File: config.mk
export PLATFORM = sky130hd
export DESIGN_NAME = spoon_uart_line_tx_flat
export DESIGN_NICKNAME = d
export VERILOG_FILES = /design/src/rtl/spoon_uart_line_tx_if.sv /design/src/rtl/spoon_uart_line_tx.sv /design/src/flat_wrapper.sv
export SDC_FILE = /design/constraint.sdc
export NUM_CORES = 1
export LEC_CHECK = 0
export CAP_MARGIN = 40
export CORE_MARGIN = 5
export CORE_UTILIZATION = 60
export DETAILED_ROUTE_END_ITERATION = 12
export DONT_BUFFER_PORTS = 1
export PLACE_DENSITY_LB_ADDON = 0.12
export SLEW_MARGIN = 20
export SYNTH_ARGS = -nofsm -noshare
export SYNTH_HDL_FRONTEND = slang
export SYNTH_SLANG_ARGS = --single-unit
File: constraint.sdc
create_clock -name clk -period 7.9 [get_ports clk]
set_input_delay 1.58 -clock clk [delete_from_list [all_inputs] [get_ports clk]]
set_output_delay 1.58 -clock clk [all_outputs]
set_load 0.02 [all_outputs]
File: src/rtl/spoon_uart_line_tx_if.sv
// Byte stream from the pointing-device generator to the UART line stage.
// One-cycle write strobe with data; the sink never applies backpressure.
interface spoon_uart_line_tx_if;
  logic       write;
  logic [7:0] data;

  modport master (
    output write,
    output data
  );

  modport slave (
    input write,
    input data
  );
endinterface

File: src/rtl/spoon_uart_line_tx.sv
// Serialises queued bytes as 8N1 UART frames on txd, LSB first.
// Optional SPOON_TX_FLUSH_ON_RTS_EN: rts flushes the FIFO and aborts the frame.
module spoon_uart_line_tx #(
  parameter int CLKS_PER_BIT    = 25000,
  parameter int CLKS_PER_BIT_OC = 20000,
  parameter int FIFO_DEPTH      = 4
) (
  input  logic                 clk,
  input  logic                 reset_n,
  input  logic                 overclock,
  input  logic                 rts,
  spoon_uart_line_tx_if.slave  serial_in,
  output logic                 txd,
  output logic                 busy,
  output logic                 overflow
);

  localparam int AW   = $clog2(FIFO_DEPTH);
  localparam int MAXP = (CLKS_PER_BIT > CLKS_PER_BIT_OC) ?
                        CLKS_PER_BIT : CLKS_PER_BIT_OC;
  localparam int CW   = $clog2(MAXP + 1);

  localparam logic [CW-1:0] P_NORM = CW'(CLKS_PER_BIT);
  localparam logic [CW-1:0] P_OC   = CW'(CLKS_PER_BIT_OC);
  localparam logic [AW:0]   DEPTH  = (AW+1)'(FIFO_DEPTH);

  typedef enum logic [1:0] {
    S_IDLE,
    S_START,
    S_DATA,
    S_STOP
  } state_t;

  logic [7:0]    r_mem [FIFO_DEPTH];
  logic [AW-1:0] r_wr_ptr;
  logic [AW-1:0] r_rd_ptr;
  logic [AW:0]   r_count;
  logic [AW:0]   w_count_nxt;

  state_t        r_state;
  state_t        w_state_nxt;
  logic [CW-1:0] r_cnt;
  logic [CW-1:0] w_cnt_nxt;
  logic [CW-1:0] r_period;
  logic [CW-1:0] w_period_nxt;
  logic [CW-1:0] w_period_sel;
  logic [2:0]    r_idx;
  logic [2:0]    w_idx_nxt;
  logic [7:0]    r_shift;
  logic [7:0]    w_shift_nxt;

  logic          r_txd;
  logic          w_txd_nxt;
  logic          r_busy;
  logic          r_overflow;

  logic          w_empty;
  logic          w_full;
  logic          w_pop;
  logic          w_push;
  logic          w_drop;
  logic          w_flush;

`ifdef SPOON_TX_FLUSH_ON_RTS_EN
  assign w_flush = rts;
`else
  logic w_unused_rts;
  assign w_unused_rts = rts;
  assign w_flush      = 1'b0;
`endif

  assign w_empty      = (r_count == '0);
  assign w_full       = (r_count == DEPTH);
  assign w_period_sel = overclock ? P_OC : P_NORM;

  always_comb begin
    w_state_nxt  = r_state;
    w_cnt_nxt    = r_cnt;
    w_period_nxt = r_period;
    w_idx_nxt    = r_idx;
    w_shift_nxt  = r_shift;
    w_pop        = 1'b0;

    unique case (r_state)
      S_IDLE: begin
        w_pop = !w_empty;
      end
      S_START: begin
        if (r_cnt == '0) begin
          w_state_nxt = S_DATA;
          w_idx_nxt   = 3'd0;
          w_cnt_nxt   = r_period - 1'b1;
        end else begin
          w_cnt_nxt = r_cnt - 1'b1;
        end
      end
      S_DATA: begin
        if (r_cnt == '0) begin
          w_cnt_nxt   = r_period - 1'b1;
          w_shift_nxt = {1'b0, r_shift[7:1]};
          w_idx_nxt   = r_idx + 3'd1;
          if (r_idx == 3'd7) begin
            w_state_nxt = S_STOP;
          end
        end else begin
          w_cnt_nxt = r_cnt - 1'b1;
        end
      end
      S_STOP: begin
        if (r_cnt == '0) begin
          w_pop       = !w_empty;
          w_state_nxt = S_IDLE;
        end else begin
          w_cnt_nxt = r_cnt - 1'b1;
        end
      end
      default: begin
        w_state_nxt = S_IDLE;
      end
    endcase

    // A pop always begins a fresh frame with the period latched now
    if (w_pop) begin
      w_state_nxt  = S_START;
      w_shift_nxt  = r_mem[r_rd_ptr];
      w_period_nxt = w_period_sel;
      w_cnt_nxt    = w_period_sel - 1'b1;
    end

    if (w_flush) begin
      w_state_nxt = S_IDLE;
      w_pop       = 1'b0;
    end
  end

  always_comb begin
    w_push = 1'b0;
    w_drop = 1'b0;
    if (serial_in.write && !w_flush) begin
      w_push = !w_full || w_pop;
      w_drop = w_full && !w_pop;
    end

    w_count_nxt = r_count;
    unique case ({w_push, w_pop})
      2'b10:   w_count_nxt = r_count + 1'b1;
      2'b01:   w_count_nxt = r_count - 1'b1;
      default: w_count_nxt = r_count;
    endcase
    if (w_flush) begin
      w_count_nxt = '0;
    end
  end

  always_comb begin
    w_txd_nxt = 1'b1;
    unique case (w_state_nxt)
      S_START: w_txd_nxt = 1'b0;
      S_DATA:  w_txd_nxt = w_shift_nxt[0];
      default: w_txd_nxt = 1'b1;
    endcase
  end

  always_ff @(posedge clk) begin
    if (w_push) begin
      r_mem[r_wr_ptr] <= serial_in.data;
    end
  end

  always_ff @(posedge clk or negedge reset_n) begin
    if (!reset_n) begin
      r_wr_ptr <= '0;
      r_rd_ptr <= '0;
      r_count  <= '0;
    end else if (w_flush) begin
      r_wr_ptr <= '0;
      r_rd_ptr <= '0;
      r_count  <= '0;
    end else begin
      if (w_push) begin
        r_wr_ptr <= r_wr_ptr + 1'b1;
      end
      if (w_pop) begin
        r_rd_ptr <= r_rd_ptr + 1'b1;
      end
      r_count <= w_count_nxt;
    end
  end

  always_ff @(posedge clk or negedge reset_n) begin
    if (!reset_n) begin
      r_state    <= S_IDLE;
      r_cnt      <= '0;
      r_period   <= P_NORM;
      r_idx      <= '0;
      r_shift    <= '0;
      r_txd      <= 1'b1;
      r_busy     <= 1'b0;
      r_overflow <= 1'b0;
    end else begin
      r_state    <= w_state_nxt;
      r_cnt      <= w_cnt_nxt;
      r_period   <= w_period_nxt;
      r_idx      <= w_idx_nxt;
      r_shift    <= w_shift_nxt;
      r_txd      <= w_txd_nxt;
      r_busy     <= (w_state_nxt != S_IDLE) || (w_count_nxt != '0);
      r_overflow <= r_overflow | w_drop;
    end
  end

  assign txd      = r_txd;
  assign busy     = r_busy;
  assign overflow = r_overflow;

endmodule

File: src/flat_wrapper.sv
// flat-port wrapper written by rule: the top's interface ports become plain ports
module spoon_uart_line_tx_flat 
#(
  parameter int CLKS_PER_BIT    = 25000,
  parameter int CLKS_PER_BIT_OC = 20000,
  parameter int FIFO_DEPTH      = 4
)
  (clk, reset_n, overclock, rts, txd, busy, overflow, serial_in_write, serial_in_data);
  spoon_uart_line_tx_if serial_in_i ();
  input  logic clk;
  input  logic reset_n;
  input  logic overclock;
  input  logic rts;
  output logic txd;
  output logic busy;
  output logic overflow;
  input wire logic [$bits(serial_in_i.write)-1:0] serial_in_write;
  input wire logic [$bits(serial_in_i.data)-1:0] serial_in_data;
  assign serial_in_i.write = serial_in_write;
  assign serial_in_i.data = serial_in_data;
  spoon_uart_line_tx #(.CLKS_PER_BIT(CLKS_PER_BIT), .CLKS_PER_BIT_OC(CLKS_PER_BIT_OC), .FIFO_DEPTH(FIFO_DEPTH)) u_core (.clk(clk), .reset_n(reset_n), .overclock(overclock), .rts(rts), .serial_in(serial_in_i), .txd(txd), .busy(busy), .overflow(overflow));
endmodule
[Yosys cells after proc, flatten, opt, wreduce, memory -nomap -nowiden]
Memories as Yosys holds them, arrays and structs flattened.
Cells that the tools add are included.
Storage, ports and cells
  input bits: 13
  memories: 1
  flip-flop bits (word level): 53
  memory bits (writable): 32
Operators by class
  multiplexer cells: 25
  equal/unequal tests: 12
  reduce and logical (&&, ||, !) cells: 19
  bitwise logic cells: 1
  add/sub/neg operators: 8
Memory list
  u_core.r_mem: depth 4, width 8, read ports 1, clocked after Yosys merged registers in 0, write ports 1, RTL line spoon_uart_line_tx.sv:34  | logic [7:0] r_mem [FIFO_DEPTH];
Operator list (count)
  $mux W15: 3
  $sub A15 B1 Y15 const B: 3
  $pmux W15 S2: 1
  $mux W8: 3
  $logic_not A15 Y1: 1
  $mux W14: 1
  $pmux W3 S2: 2
  $mux W2: 5
  $eq A2 B2 Y1 const B: 4
  $reduce_bool A2 Y1: 4
  $add A3 B1 Y3 const B: 2
  $eq A2 B1 Y1 const B: 3
  $eq A3 B3 Y1 const B: 2
  $mux W3: 2
  $pmux W2 S3: 1
  $reduce_bool A3 Y1: 2
  $mux W1: 5
  $add A2 B1 Y2 const B: 2
  $ne A2 B1 Y1 const B: 2
  $pmux W1 S2: 2
  $reduce_and A2 Y1: 2
  $logic_not A1 Y1: 3
  $logic_not A3 Y1: 1
  $ne A3 B2 Y1 const B: 1
  other kinds (7): 8

[Logic depth before layout (Yosys ltp)]
  depth in word-level cells: 10
  gate-level depth with buffers: 12
  mapped depth without buffers: 12

[Worst setup path after synthesis]
Ideal clock, no wire load.
  path type: in2reg
  start point: in serial_in_write
  end point: reg u_core.r_busy (netlist: u_core.busy)
  arrival time: 3.529 ns
  library setup time: 0.139 ns
  slack: 4.232 ns
  data required time: 7.761 ns
  stages: 7
  cells stage by stage: clkbuf_1 -> or3_4 -> fa_1 -> nor2b_1 -> o21ai_2 -> a221o_1 -> or4_1
On the way
  word-level cells in the longest chain between the ends: 5
  elaborated cells between the ends (all ways): 6
  classes of those cells: eq/ne: 2; mux: 2; reduce/logical: 2
RTL lines
  start: declaration: RTL line flat_wrapper.sv:17  | input wire logic [$bits(serial_in_i.write)-1:0] serial_in_write;
  $mux W1 *: RTL line spoon_uart_line_tx.sv:139  | if (serial_in.write && !w_flush) begin
  $eq A2 B1 Y1 or $eq A2 B2 Y1 (tied branches): RTL line spoon_uart_line_tx.sv:145  | unique case ({w_push, w_pop})
  $pmux W3 S2 *: RTL line spoon_uart_line_tx.sv:145
  net u_core.w_count_nxt[2]: RTL line spoon_uart_line_tx.sv:38  | logic [AW:0] w_count_nxt;
  $reduce_bool A3 Y1 *: RTL line spoon_uart_line_tx.sv:207  | r_busy <= (w_state_nxt != S_IDLE) || (w_count_nxt != '0);
  $logic_or A1 B1 Y1 *: RTL line spoon_uart_line_tx.sv:207
  end signal: assignment: RTL line spoon_uart_line_tx.sv:207
  end: declaration: RTL line spoon_uart_line_tx.sv:54  | logic r_busy;
The timed path passes the listed nets; every way through them passes the cells marked *.
A chain may end at the register's enable or synchronous reset.

[Worst setup path in the final report]
  start point: reg u_core.r_state[0]
  end point: reg u_core.r_busy (netlist: u_core.busy)
On the way
  word-level cells in the longest chain between the ends: 8
  elaborated cells between the ends (all ways): 19
  classes of those cells: eq/ne: 5; mux: 9; reduce/logical: 5
RTL lines
  start: declaration: RTL line spoon_uart_line_tx.sv:40  | state_t r_state;
  start signal: assignment: RTL line spoon_uart_line_tx.sv:201  | r_state <= w_state_nxt;
  $eq A2 B2 Y1 or $logic_not A2 Y1 (tied branches): RTL line spoon_uart_line_tx.sv:84  | unique case (r_state)
  $pmux W1 S2 *: RTL line spoon_uart_line_tx.sv:84
  $logic_or A1 B1 Y1: RTL line spoon_uart_line_tx.sv:140  | w_push = !w_full || w_pop;
  $mux W1: RTL line spoon_uart_line_tx.sv:139
  $eq A2 B1 Y1 or $eq A2 B2 Y1 (tied branches): RTL line spoon_uart_line_tx.sv:145
  $pmux W3 S2 *: RTL line spoon_uart_line_tx.sv:145
  net u_core.w_count_nxt[2]: RTL line spoon_uart_line_tx.sv:38
  $reduce_bool A3 Y1 *: RTL line spoon_uart_line_tx.sv:207
  $logic_or A1 B1 Y1 *: RTL line spoon_uart_line_tx.sv:207
Marked as above.

==> flow_summary_export.csv <==
group,metric,value,unit
synthesis,syn_nets,317,
sta,setup_viol,0,
detailed_routing,vias_per_cell,6.21,
synthesis,ys_types,55,
floorplanning,top_level_ports,16,
clock_network,h-tree-depth,3,
flow_run,drv_cap,0,
worst_hold_path,hold_class,"register to register",
cells_and_area,antennaDiodeCount,0,
clock_network,cts_resized,0,
worst_hold_path,min_to,"u_core.r_shift[7]",
floorplanning,die_w,86.5,um
cells_and_area,nNetsFinal,320,
clock_network,cts_tree,"done",
cells_and_area,drive_gt1_share,12.3,%
critical_path,crit_start,"u_core.r_state[0]",
global_routing,grtUsageTotal,20.6,%
synthesis,synthArstFlopShare,55.6,%
detailed_routing,post-route-drc-count,0,
synthesis,synth_edf_count,32,
detailed_routing,firstDrtPassIters,5,
critical_path,crit_required,8120,ps
sta,relSlewSlack,57.3,%
synthesis,syn_avg_cell_area,12.0,um2
floorplanning,die_y,86.5,um
critical_path,r2r-start,"u_core.r_state[0]",
place,pre_cts_ws,4190,ps
clock_network,cts_buffers,9,
place,place_congestion,0.902,
detailed_routing,wl_per_cell,18.5,um
sta,setup_ws,4140,ps
critical_path,cp.arrival,3990,ps
worst_hold_path,min_path_cells,2,
clock_network,clk_latency,350,ps
power,p_leak,1.52,nW
global_routing,grt_pass1_vias,2365,
sta,rsz0062_at_grt,"no",
sta,fin_crit_sh,47.7,%
global_routing,antenna_found_initial,0,
sta,fin_setup_tns,0,ps
critical_path,worstSetupPathType,"register to register",
synthesis,synth-seq-area-share,56.0,%
synthesis,ys_ff_latch,72,
clock_network,clk_pin_slew,80,ps
sta,max_freq,266,MHz
sta,report.final.slew_viol_count,0,
floorplanning,dieArea,0.00748,mm2
floorplanning,initial_core_util,62.6,%
critical_path,rrSetupSlack,4140,ps
global_routing,grt_max_degree,41,
detailed_routing,num_vias,2310,
detailed_routing,drt_first_iter_violations,233,
critical_path,r2r_cells,9,
synthesis,ys.flop_type,"dfrtp_1",
clock_network,hold_buffers,0,
synthesis,netlist_area,0.00351,mm2
floorplanning,row_count,27,
critical_path,end_kind,"register",
run_status,status,"finished, final reports clean",
worst_hold_path,min-delay-start,"u_core.r_shift[7]",
power,p_per_area,367,mW/mm2
critical_path,cp-start-kind,"register",
floorplanning,core,0.00561,mm2
global_routing,grt_pass1_wl,11600,um
power,ir_drop,0.258,mV
global_routing,grt_overflow,0,
detailed_routing,finalWirelength,6900,um
sta,tightest_slew,641,ps
clock_network,postCtsSetupBuffers,0,
critical_path,crit_fanout,12,
sta,hold_viol,0,
detailed_routing,ant_nets,0,
clock_network,cts_root_buf,"clkbuf_8",
clock_network,clock_path_buffers,2,
synthesis,yosysWarningCount,0,
place,dp_hpwl,4740,um
critical_path,worst_r2r_endpoint,"u_core.busy",
cells_and_area,area.growth.synth_to_final,7.02,%
sta,whs,512,ps
sta,skew,8.79,ps
cells_and_area,n_fill_cell,440,
clock_network,numClockSinks,72,
sta,final.min_clock_period,3760,ps
synthesis,syn_inst,292,
cells_and_area,final_util,67.0,%
place,io_buffers,0,
[state kept, by name, indices dropped and copies added, names as in the netlist]
register	flops
u_core.r_state	2
u_core.r_period	2
u_core.busy	1
u_core.txd	1
u_core.r_cnt	15
u_core.r_idx	3
u_core.r_count	3
u_core.r_wr_ptr	2
u_core.r_mem	32
u_core.r_shift	8
u_core.r_rd_ptr	2
u_core.overflow	1
[cells in the mapped netlist, drive strengths merged (4+ instances only)]
| master | instances | area share (%) |
|---|---|---|
| a21oi | 15 | 2.1 |
| a22o | 8 | 2.0 |
| and2 | 6 | 1.1 |
| buf | 5 | 0.86 |
| clkbuf | 4 | 0.43 |
| dfrtp | 38 | 27 |
| edfxtp | 32 | 27 |
| ha | 11 | 3.9 |
| inv | 11 | 1.2 |
| mux2i | 9 | 2.6 |
| mux4 | 8 | 5.1 |
| nand2 | 29 | 3.1 |
| nor2 | 22 | 2.4 |
| nor3 | 10 | 1.6 |
| o21ai | 27 | 4.1 |
| or3 | 7 | 1.4 |
| xnor2 | 4 | 1.0 |
[power by group]
part | leakage, nW | switching (mW) | total [mW] | internal, mW
Combinational | 0.652 | 0.261 | 0.459 | 0.199
Sequential | 0.768 | 0.117 | 0.631 | 0.514
Clock | 0.101 | 0.143 | 0.288 | 0.146
[placed cells by master, fill, tap and decap left out, types with 11 or more instances in the layout]
cell type and instances:
nand2_1 29, inv_1 11, o21ai_0 25, ha_1 11, a21oi_1 15, dfrtp_1 38, nor2_1 22, edfxtp_1 32
[worst max-delay path, cell delays in order (launching register included)]
cell	delay, ps
dfrtp_1	410
ha_1	360
nor4b_1	440
a41oi_2	420
or3_4	520
fa_1	390
nor2b_1	210
o21ai_2	90
a221o_1	330
or4_1	470
[metal layers]
| layer | global-route usage, % | vias up | routed length (um) | part of all wire (%) |
|---|---|---|---|---|
| met4 | 9.07 | 0 | 139 | 2.0 |
| met3 | 4.94 | 14 | 379 | 5.5 |
| met1 | 28.5 | 1135 | 3160 | 46 |
| met5 | 0 | - | 0 | 0 |
| li1 | - | 1095 | - | - |
| met2 | 31.1 | 66 | 3210 | 47 |
[worst max-delay path by stage]
stage / to / slack [ps] / depth (start not counted)
final: u_core.busy / 4140 / 9
after detailed placement: u_core.busy / 4190 / 9
after CTS: u_core.busy / 4140 / 9
after global routing: u_core.busy / 3820 / 10
after floorplan: u_core.busy / 4230 / 7
after global placement: u_core.busy / 4250 / 10
[layout make-up]
cell class / instances / area [um2] / area share [%]
clock inverter: 7 / 70.1 / 1.87
inverter: 11 / 41.3 / 1.10
timing repair buffer: 1 / 7.51 / 0.200
clock buffer: 9 / 124 / 3.30
sequential: 72 / 1960 / 52.3
multi-input combinational: 200 / 1460 / 38.8
tap: 72 / 90.1 / 2.40
[per-stage QoR]
| step | power, mW | area [um2] | cells |
|---|---|---|---|
| CTS | 1.38 | 3760 | 372 |
| detailed placement | 1.10 | 3560 | 356 |
| global route | 1.48 | 3760 | 372 |
| global placement | 1.08 | 3560 | 356 |
| finish | 1.38 | 3760 | 372 |
| floorplan | 0.981 | 3510 | 292 |
[cells by family (layout without fill, tap and decap cells)]
logic type / count (synthesis) / in the layout / share of synthesized area (%)
AO/OA/AOI/OAI: 73 / 73 / 13.8
XOR/XNOR: 5 / 5 / 1.25
adder cells (fa/ha/maj): 12 / 12 / 4.49
buffers and inverters: 20 / 28 / 2.46
flip-flops: 72 / 72 / 56.0
multiplexers: 18 / 18 / 8.02
AND/OR/NAND/NOR: 92 / 92 / 14.0
Power figures use the tool's default switching activity.
